==> config.mk <==
export PLATFORM = sky130hd
export DESIGN_NAME = imem_loader
export DESIGN_NICKNAME = d
export VERILOG_FILES = /design/src/rtl/imem_loader_pkg.sv /design/src/rtl/imem_loader_word_assembler.sv /design/src/rtl/imem_loader.sv
export SDC_FILE = /design/constraint.sdc
export NUM_CORES = 1
export LEC_CHECK = 0
export BUFFER_PORTS_ARGS = -buffer_cell sky130_fd_sc_hd__buf_4
export CAP_MARGIN = 20
export CORE_ASPECT_RATIO = 1.4
export CORE_UTILIZATION = 50
export CTS_CLUSTER_SIZE = 14
export DETAILED_ROUTE_END_ITERATION = 6
export PLACE_DENSITY = 0.75
export REMOVE_ABC_BUFFERS = 1
export SLEW_MARGIN = 10
export SYNTH_ARGS = -nofsm -noshare
export SYNTH_HDL_FRONTEND = slang
export SYNTH_SLANG_ARGS = --single-unit
==> constraint.sdc <==
create_clock -name clk -period 2.3 [get_ports clk]
set_input_delay 0.115 -clock clk [delete_from_list [all_inputs] [get_ports clk]]
set_output_delay 0.115 -clock clk [all_outputs]
set_load 0.01 [all_outputs]
==> src/rtl/imem_loader_pkg.sv <==
`default_nettype none
// ----------------------------------------------------------------------------
// imem_loader_pkg : shared state encoding and framing constants for the loader
// Optional build macro: IMEM_LOADER_CHECKSUM_EN                    Rev 1.0
// ----------------------------------------------------------------------------
package imem_loader_pkg;

    localparam int c_word_bytes = 4;
    localparam int c_hdr_bytes  = 2;
    localparam int c_state_w    = 3;

    localparam logic [c_state_w-1:0] c_st_idle  = 3'd0;
    localparam logic [c_state_w-1:0] c_st_hdr0  = 3'd1;
    localparam logic [c_state_w-1:0] c_st_hdr1  = 3'd2;
    localparam logic [c_state_w-1:0] c_st_data  = 3'd3;
    localparam logic [c_state_w-1:0] c_st_write = 3'd4;
`ifdef IMEM_LOADER_CHECKSUM_EN
    localparam logic [c_state_w-1:0] c_st_csum  = 3'd5;
`endif
    localparam logic [c_state_w-1:0] c_st_done  = 3'd6;
    localparam logic [c_state_w-1:0] c_st_err   = 3'd7;

    // States from which a start pulse opens a fresh session
    function automatic logic can_start(input logic [c_state_w-1:0] st);
        return (st == c_st_idle) || (st == c_st_done) || (st == c_st_err);
    endfunction

endpackage
`default_nettype wire

==> src/rtl/imem_loader_word_assembler.sv <==
`default_nettype none
// ----------------------------------------------------------------------------
// word_assembler : big-endian byte-to-word shift register with byte counter
//                                                                  Rev 1.0
// ----------------------------------------------------------------------------
module word_assembler
    import imem_loader_pkg::*;
(
    input  logic                      clk,
    input  logic                      reset,
    input  logic                      clear,
    input  logic                      byte_en,
    input  logic [7:0]                byte_in,
    output logic [8*c_word_bytes-1:0] word,
    output logic                      last_byte
);

    localparam int c_cnt_w = $clog2(c_word_bytes);

    logic [8*c_word_bytes-1:0] r_word;
    logic [c_cnt_w-1:0]        r_cnt;

    // Counter wraps naturally after the final byte of each word
    always_ff @(posedge clk or posedge reset) begin
        if (reset) begin
            r_word <= '0;
            r_cnt  <= '0;
        end else if (clear) begin
            r_word <= '0;
            r_cnt  <= '0;
        end else if (byte_en) begin
            r_word <= {r_word[8*(c_word_bytes-1)-1:0], byte_in};
            r_cnt  <= r_cnt + 1'b1;
        end
    end

    assign word      = r_word;
    assign last_byte = byte_en && (r_cnt == c_cnt_w'(c_word_bytes - 1));

endmodule
`default_nettype wire

==> src/rtl/imem_loader.sv <==
`default_nettype none
// ----------------------------------------------------------------------------
// imem_loader : streams a length-prefixed image into instruction memory
// Optional trailing checksum stage: IMEM_LOADER_CHECKSUM_EN        Rev 1.0
// ----------------------------------------------------------------------------
module imem_loader
    import imem_loader_pkg::*;
#(
    parameter int MEM_BYTES = 1024
) (
    input  logic        clk,
    input  logic        reset,
    input  logic        start,
    input  logic        in_valid,
    input  logic [7:0]  in_data,
    output logic        in_ready,
    output logic        mem_we,
    output logic [31:0] mem_addr,
    output logic [31:0] mem_wdata,
    output logic        busy,
    output logic        done,
    output logic        error,
    output logic        cpu_hold
);

    localparam int c_max_words = MEM_BYTES / c_word_bytes;

`ifdef IMEM_LOADER_CHECKSUM_EN
    localparam logic [c_state_w-1:0] c_st_after_data = c_st_csum;
`else
    localparam logic [c_state_w-1:0] c_st_after_data = c_st_done;
`endif

    logic [c_state_w-1:0]           r_state;
    logic [c_state_w-1:0]           w_next;
    logic [8*(c_hdr_bytes-1)-1:0]   r_hdr_hi;
    logic [15:0]                    r_words_left;
    logic [31:0]                    r_addr;
    logic [15:0]                    w_hdr_n;
    logic                           w_accept;
    logic                           w_session_start;
    logic                           w_byte_en;
    logic                           w_last_byte;
    logic [31:0]                    w_word;
`ifdef IMEM_LOADER_CHECKSUM_EN
    logic [7:0]                     r_sum;
    logic [7:0]                     w_sum_final;
    assign w_sum_final = r_sum + in_data;
`endif

    assign w_accept        = in_valid && in_ready;
    assign w_session_start = start && can_start(r_state);
    assign w_byte_en       = (r_state == c_st_data) && w_accept;
    assign w_hdr_n         = {r_hdr_hi, in_data};

    word_assembler u_word_assembler (
        .clk       (clk),
        .reset     (reset),
        .clear     (w_session_start),
        .byte_en   (w_byte_en),
        .byte_in   (in_data),
        .word      (w_word),
        .last_byte (w_last_byte)
    );

    always_ff @(posedge clk or posedge reset) begin
        if (reset) begin
            r_state <= c_st_idle;
        end else begin
            r_state <= w_next;
        end
    end

    always_comb begin
        w_next = r_state;
        case (r_state)
            c_st_idle, c_st_done, c_st_err: begin
                if (start) w_next = c_st_hdr0;
            end
            c_st_hdr0: begin
                if (w_accept) w_next = c_st_hdr1;
            end
            c_st_hdr1: begin
                if (w_accept) begin
                    if (32'(w_hdr_n) > 32'(c_max_words)) w_next = c_st_err;
                    else if (w_hdr_n == 16'd0)          w_next = c_st_after_data;
                    else                                 w_next = c_st_data;
                end
            end
            c_st_data: begin
                if (w_last_byte) w_next = c_st_write;
            end
            c_st_write: begin
                // Count still holds the word being written this cycle
                if (r_words_left == 16'd1) w_next = c_st_after_data;
                else                       w_next = c_st_data;
            end
`ifdef IMEM_LOADER_CHECKSUM_EN
            c_st_csum: begin
                if (w_accept) w_next = (w_sum_final == 8'h00) ? c_st_done : c_st_err;
            end
`endif
            default: w_next = c_st_idle;
        endcase
    end

    always_comb begin
        in_ready = 1'b0;
        busy     = 1'b0;
        mem_we   = 1'b0;
        done     = 1'b0;
        error    = 1'b0;
        cpu_hold = 1'b1;
        case (r_state)
            c_st_hdr0, c_st_hdr1, c_st_data: begin
                in_ready = 1'b1;
                busy     = 1'b1;
            end
`ifdef IMEM_LOADER_CHECKSUM_EN
            c_st_csum: begin
                in_ready = 1'b1;
                busy     = 1'b1;
            end
`endif
            c_st_write: begin
                busy   = 1'b1;
                mem_we = 1'b1;
            end
            c_st_done: begin
                done     = 1'b1;
                cpu_hold = 1'b0;
            end
            c_st_err: begin
                error = 1'b1;
            end
            default: begin
                in_ready = 1'b0;
            end
        endcase
    end

    always_ff @(posedge clk or posedge reset) begin
        if (reset) begin
            r_hdr_hi     <= '0;
            r_words_left <= '0;
            r_addr       <= '0;
`ifdef IMEM_LOADER_CHECKSUM_EN
            r_sum        <= '0;
`endif
        end else if (w_session_start) begin
            r_hdr_hi     <= '0;
            r_words_left <= '0;
            r_addr       <= '0;
`ifdef IMEM_LOADER_CHECKSUM_EN
            r_sum        <= '0;
`endif
        end else begin
            if ((r_state == c_st_hdr0) && w_accept) r_hdr_hi <= in_data;
            if ((r_state == c_st_hdr1) && w_accept) r_words_left <= w_hdr_n;
            if (r_state == c_st_write) begin
                r_addr       <= r_addr + 32'(c_word_bytes);
                r_words_left <= r_words_left - 16'd1;
            end
`ifdef IMEM_LOADER_CHECKSUM_EN
            if (w_byte_en) r_sum <= r_sum + in_data;
`endif
        end
    end

    assign mem_addr  = r_addr;
    assign mem_wdata = w_word;

endmodule
`default_nettype wire

==> Word level (Yosys, flattened, before mapping) <==
Index checks and enable logic that the tools add are counted.
{ "word_totals": {"regBits": 93, "out_inout_bits": 70, "inputBits": 12, "word_cells": 65} }
{ "op_classes": {"eq_ne": 12, "n_mux": 25, "n_reduce_logical": 18, "order_cmp": 1, "n_addsub": 3} }
{ "ops": {"columns": ["cell", "count"], "rows": [
  ["2-to-1 mux 32 bit", 4],
  ["2-to-1 mux 16 bit", 3],
  ["adder 32 x 3 -> 32 bit, second input constant", 1],
  ["2-to-1 mux 3 bit", 7],
  ["equality test 16 x 1 -> 1 bit, second input constant", 1],
  ["> comparator 16 x 9 -> 1 bit, second input constant", 1],
  ["zero test 16 bit", 1],
  ["2-to-1 mux 8 bit", 2],
  ["subtractor 16 x 1 -> 16 bit, second input constant", 1],
  ["one-hot mux 3 bit (5 select lines)", 1],
  ["equality test 3 bit, second input constant", 3],
  ["equality test 3 x 2 -> 1 bit, second input constant", 2],
  ["logical AND 1 bit", 6],
  ["2-to-1 mux 1 bit", 6],
  ["inequality test 2 bit, second input constant", 3],
  ["nonzero test 2 bit", 3],
  ["OR reduction 3 bit", 2],
  ["2-to-1 mux 2 bit", 2],
  ["AND reduction 4 bit", 1],
  ["OR reduction 4 bit", 1],
  ["equality test 3 x 1 -> 1 bit, second input constant", 1],
  ["zero test 3 bit", 1],
  ["nonzero test 3 bit", 1],
  ["adder 2 x 1 -> 2 bit, second input constant", 1],
  ["other kinds (3)", 4]
]} }

==> Logic depth before layout (Yosys ltp) <==
{ "depth": {"depth_word": 8, "mapped_depth": 8} }

==> Hierarchy <==
From an unflattened synthesis, not the netlist that was laid out.
{ "hier_totals": {"hier_cells": 466, "area_unflattened_um2": 4621.9} }
{ "by_module_without_submodules": {"columns": ["mod", "cells_each", "seq_area_each_um2", "instances", "area_each_um2"], "rows": [
  ["imem_loader", 353, 1426.4, 1, 3190.6],
  ["word_assembler", 113, 850.8, 1, 1431.4]
]} }

==> Least setup slack after synthesis <==
No wires, ideal clock.
{ "synth_timing": {"kind": "register to register", "start": "register r_state[2]", "end": "register r_addr[28] (netlist: mem_addr[28])", "stages_incl_launch_ff": 8, "arrival_time_ns": 1.962, "path_slack_ns": 0.260, "synth_period_minus_slack_ns": 2.040, "cell_sequence": "dfrtp_1 > buf_4 > or3b_1 > buf_6 > nor4_4 > nand2_2 > or4_1 > a21oi_1"} }
{ "synth_via": {"elab_chain_len": 5, "elab_cells_between_ends": 9} }
{ "synth_rtl": {"columns": ["item", "line_no", "rtl"], "rows": [
  ["from (decl)", "imem_loader.sv:34", "logic [c_state_w-1:0] r_state;"],
  ["from (signal assigned)", "imem_loader.sv:68", "r_state <= c_st_idle;"],
  ["from (signal assigned)", "imem_loader.sv:70", "r_state <= w_next;"],
  ["equality test 3 bit / zero test 3 bit (equally long branches)", "imem_loader_pkg.sv:25", "return (st == c_st_idle) || (st == c_st_done) || (st == c_st_err);"],
  ["logical OR 1 bit (2 in series)", "imem_loader_pkg.sv:25", null],
  ["logical AND 1 bit", "imem_loader.sv:52", "assign w_session_start = start && can_start(r_state);"],
  ["2-to-1 mux 32 bit / nonzero test 2 bit (equally long branches)", null, null],
  ["to (signal assigned)", "imem_loader.sv:161", "r_addr <= r_addr + 32'(c_word_bytes);"],
  ["to (decl)", "imem_loader.sv:38", "logic [31:0] r_addr;"]
]} }
Parallel ways exist; a longest one is shown, timed or not.
A chain may end at the register's enable or synchronous reset.

==> Worst setup path after layout <==
{ "layout_timing": {"start": "register r_state[0]", "end": "output port mem_we"} }
{ "layout_via": {"elab_chain_len": 2} }
{ "layout_rtl": {"columns": ["item", "line_no", "rtl"], "rows": [
  ["equality test 3 bit", "imem_loader.sv:114", "case (r_state)"],
  ["2-to-1 mux 1 bit", "imem_loader.sv:114", null],
  ["to (decl)", "imem_loader.sv:17", "output logic mem_we,"]
]} }
No other way between the ends.

==> flow_metrics.env <==
export IMPL_viasPerCell=5.70
export IMPL_cts_sinks=91
export IMPL_cts_tree="done"
export IMPL_hold_class="in -> reg"
export IMPL_drtIter0Drc=244
export IMPL_worstPathArrival_ns=1.97
export IMPL_synth_avg_cell_area_um2=8.80
export IMPL_die_h_um=114
export IMPL_vdd_drop_max_mv=0.674
export IMPL_slew_violations=0
export IMPL_final_antenna_net_count=0
export IMPL_synth_seq_cells=91
export IMPL_clk_latency_ns=0.34
export IMPL_antenna_cells=0
export IMPL_synthDistinctLibCells=43
export IMPL_path_max_fanout=14
export IMPL_worstMarginPinSlew_ns=0.526
export IMPL_path_cells="or3b_1, buf_4, inv_1, buf_4"
export IMPL_die_w_um=82.3
export IMPL_hpwl_um=7380
export IMPL_start_util_pct=52.1
export IMPL_slowest_delay_ns=0.47
export IMPL_cp_start_kind="register"
export IMPL_antenna_found_initial=0
export IMPL_grt_ovfl_total=0
export IMPL_critPathRequiredTime_ns=2.18
export IMPL_grt_pass1_vias=3674
export IMPL_clkTransAtPathRegs_ns=0.06
export IMPL_status="completed"
export IMPL_wl_um=10700
export IMPL_power_density_nw_per_um2=1170
export IMPL_cp_slowest_cell="or3b_1"
export IMPL_synth_area_leaders="dfrtp_1, nand2_1, a21oi_1"
export IMPL_hold_viol=0
export IMPL_final_net_count=609
export IMPL_vias=4007
export IMPL_synthCells=512
export IMPL_power_mw=6.62
export IMPL_cts_made_buffers=9
export IMPL_numPortBuffers=79
export IMPL_netlist_area_um2=4510
export IMPL_io_pins=82
export IMPL_nFillCells=721
export IMPL_cts_root_buf="clkbuf_16"
export IMPL_finalCriticalPeriod_ns=2.08
export IMPL_holdBufCountCts=1
export IMPL_p_leak_nw=2.67
export IMPL_relSlewSlack_pct=64.6
export IMPL_die_area_um2=9410
export IMPL_syn_to_final_growth_pct=25.1
export IMPL_cp_num_buf_inv=3
export IMPL_max_freq_ghz=0.480
export IMPL_h_tree_depth=3
export IMPL_fin_util_pct=65.1
export IMPL_drv_cap=0
export IMPL_yosys_area_top_type_share_pct=50.5
export IMPL_clock_skew_ns=0.00297
export IMPL_gp_congestion=0.919
export IMPL_drc=0
export IMPL_rsz0062_at_grt="false"
export IMPL_wire_per_inst_um=15.2
export IMPL_hp_start="in_data[6]"
export IMPL_mostFrequentLayoutCells="buf_4, nand2_1, dfrtp_1"
export IMPL_timing_rr_start="r_state[0]$_DFFE_PP0P_"
export IMPL_path_delay_family="buffers and inverters"
export IMPL_row_count=40
export IMPL_end_kind="primary output"
export IMPL_layout_drive_gt1_share_pct=19.9
export IMPL_cts_path_max_buffers=2
export IMPL_final_common_cell="buf_4"
export IMPL_post_cts_buffers=0
export IMPL_synth_top_area_cell="dfrtp_1"
export IMPL_track_usage_pct=24.0
export IMPL_setup_viol=0
export IMPL_startpoint="r_state[0]$_DFFE_PP0P_"
export IMPL_core_um2=8660
export IMPL_crit_path_frequent_cell="buf_4"
export IMPL_critPathKind="reg -> out"
export IMPL_firstDrtPassIters=5
export IMPL_grt_pass1_wl_um=17300
export IMPL_synth_seq_area_share_pct=50.5
export IMPL_ctsResizeCount=0
export IMPL_post_route_period_util_pct=90.6
export IMPL_grt_max_degree=73
export IMPL_yosys_warnings=0
-- registers in the layout, indices dropped and copies added (netlist names) --
name,count
mem_addr,30
r_hdr_hi,8
r_state,3
r_words_left,16
u_word_assembler.r_cnt,2
u_word_assembler.word,32
-- worst min-delay path, cell delays in order --
cell and delay [ns]:
buf_4 0.13, nand2_1 0.05, a21oi_1 0.05
-- worst paths after layout --
path | slack [ns] | end | depth (start not counted)
max | 0.22 | mem_we | 4
min | 0.05 | u_word_assembler.word[6]$_DFFE_PP0P_ | 3
max reg2reg | 0.35 | mem_addr[28]$_DFFE_PP0P_ | 5
min reg2reg | 0.50 | r_words_left[15]$_DFFE_PP0P_ | 1
max in group asynchronous | 1.30 | r_hdr_hi[5]$_DFFE_PP0P_ | 4
min in group asynchronous | 0.34 | mem_addr[14]$_DFFE_PP0P_ | 3
-- stage by stage --
| step | TNS, ns | area [µm²] | worst slack [ns] | std cells | hold WS (ns) |
|---|---|---|---|---|---|
| after floorplan | -281.94 | 4380 | -3.77 | 482 | 0.246 |
| after global placement | 0 | 5300 | 0.427 | 686 | 0.144 |
| after detailed placement | 0 | 5300 | 0.337 | 686 | 0.156 |
| after CTS | 0 | 5640 | 0.214 | 703 | 0.0449 |
| after global routing | 0 | 5640 | 0.135 | 703 | 0.0627 |
| final | 0 | 5640 | 0.216 | 703 | 0.0532 |
-- layer usage --
layer | global-route usage (%) | vias up | wire length (µm)
li1 | - | 1918 | -
met1 | 31.3 | 1914 | 4350
met2 | 38.1 | 151 | 5370
met3 | 4.54 | 24 | 657
met4 | 11.2 | 0 | 315
met5 | 0 | - | 0
-- power breakdown --
part | internal, mW | switching [mW]
Combinational | 1.11 | 1.47
Sequential | 2.04 | 0.395
Clock | 1.01 | 0.593
-- cells by family (layout without fill, tap and decap cells) --
family	count (synthesis)	after routing	share of synthesized area, %
buffers and inverters	44	129	4.08
AOI/OAI and AO/OA	98	98	12.2
muxes	9	9	2.00
DFF	91	91	50.5
adders and majority gates	4	4	1.11
xor gates and xnor gates	30	30	5.83
and+or+nand+nor	235	235	24.2
other	1	2	0.0832
-- layout make-up --
| class | instances | area, µm² | share of cell area, % |
|---|---|---|---|
| flip-flops and latches | 91 | 2280 | 40.4 |
| multi-input cells | 378 | 2060 | 36.6 |
| repair buffers | 100 | 791 | 14.0 |
| clock buffers | 12 | 256 | 4.55 |
| well taps | 105 | 131 | 2.33 |
| clock inverters | 4 | 72.6 | 1.29 |
| inverters | 13 | 50.0 | 0.887 |
-- cell usage after synthesis (all sizes together) --
cell type,count
conb,1
o41ai,1
and2,3
nand3,13
nor2,63
a31oi,4
nor4,11
ha,4
xnor2,7
mux2i,9
o31a,1
o31ai,2
nand2b,5
buf,5
and4,4
nand2,94
a21boi,2
a21oi,53
xor2,23
dfrtp,91
a22oi,2
inv,13
a21o,1
or4,3
and3,5
or3,2
nor3b,2
nor2b,1
a211o,2
nand4,15
nand3b,2
nor3,11
o22ai,5
clkbuf,26
a221oi,1
o21ai,21
or3b,1
o2bb2ai,3
Power figures use the tool's default switching activity.
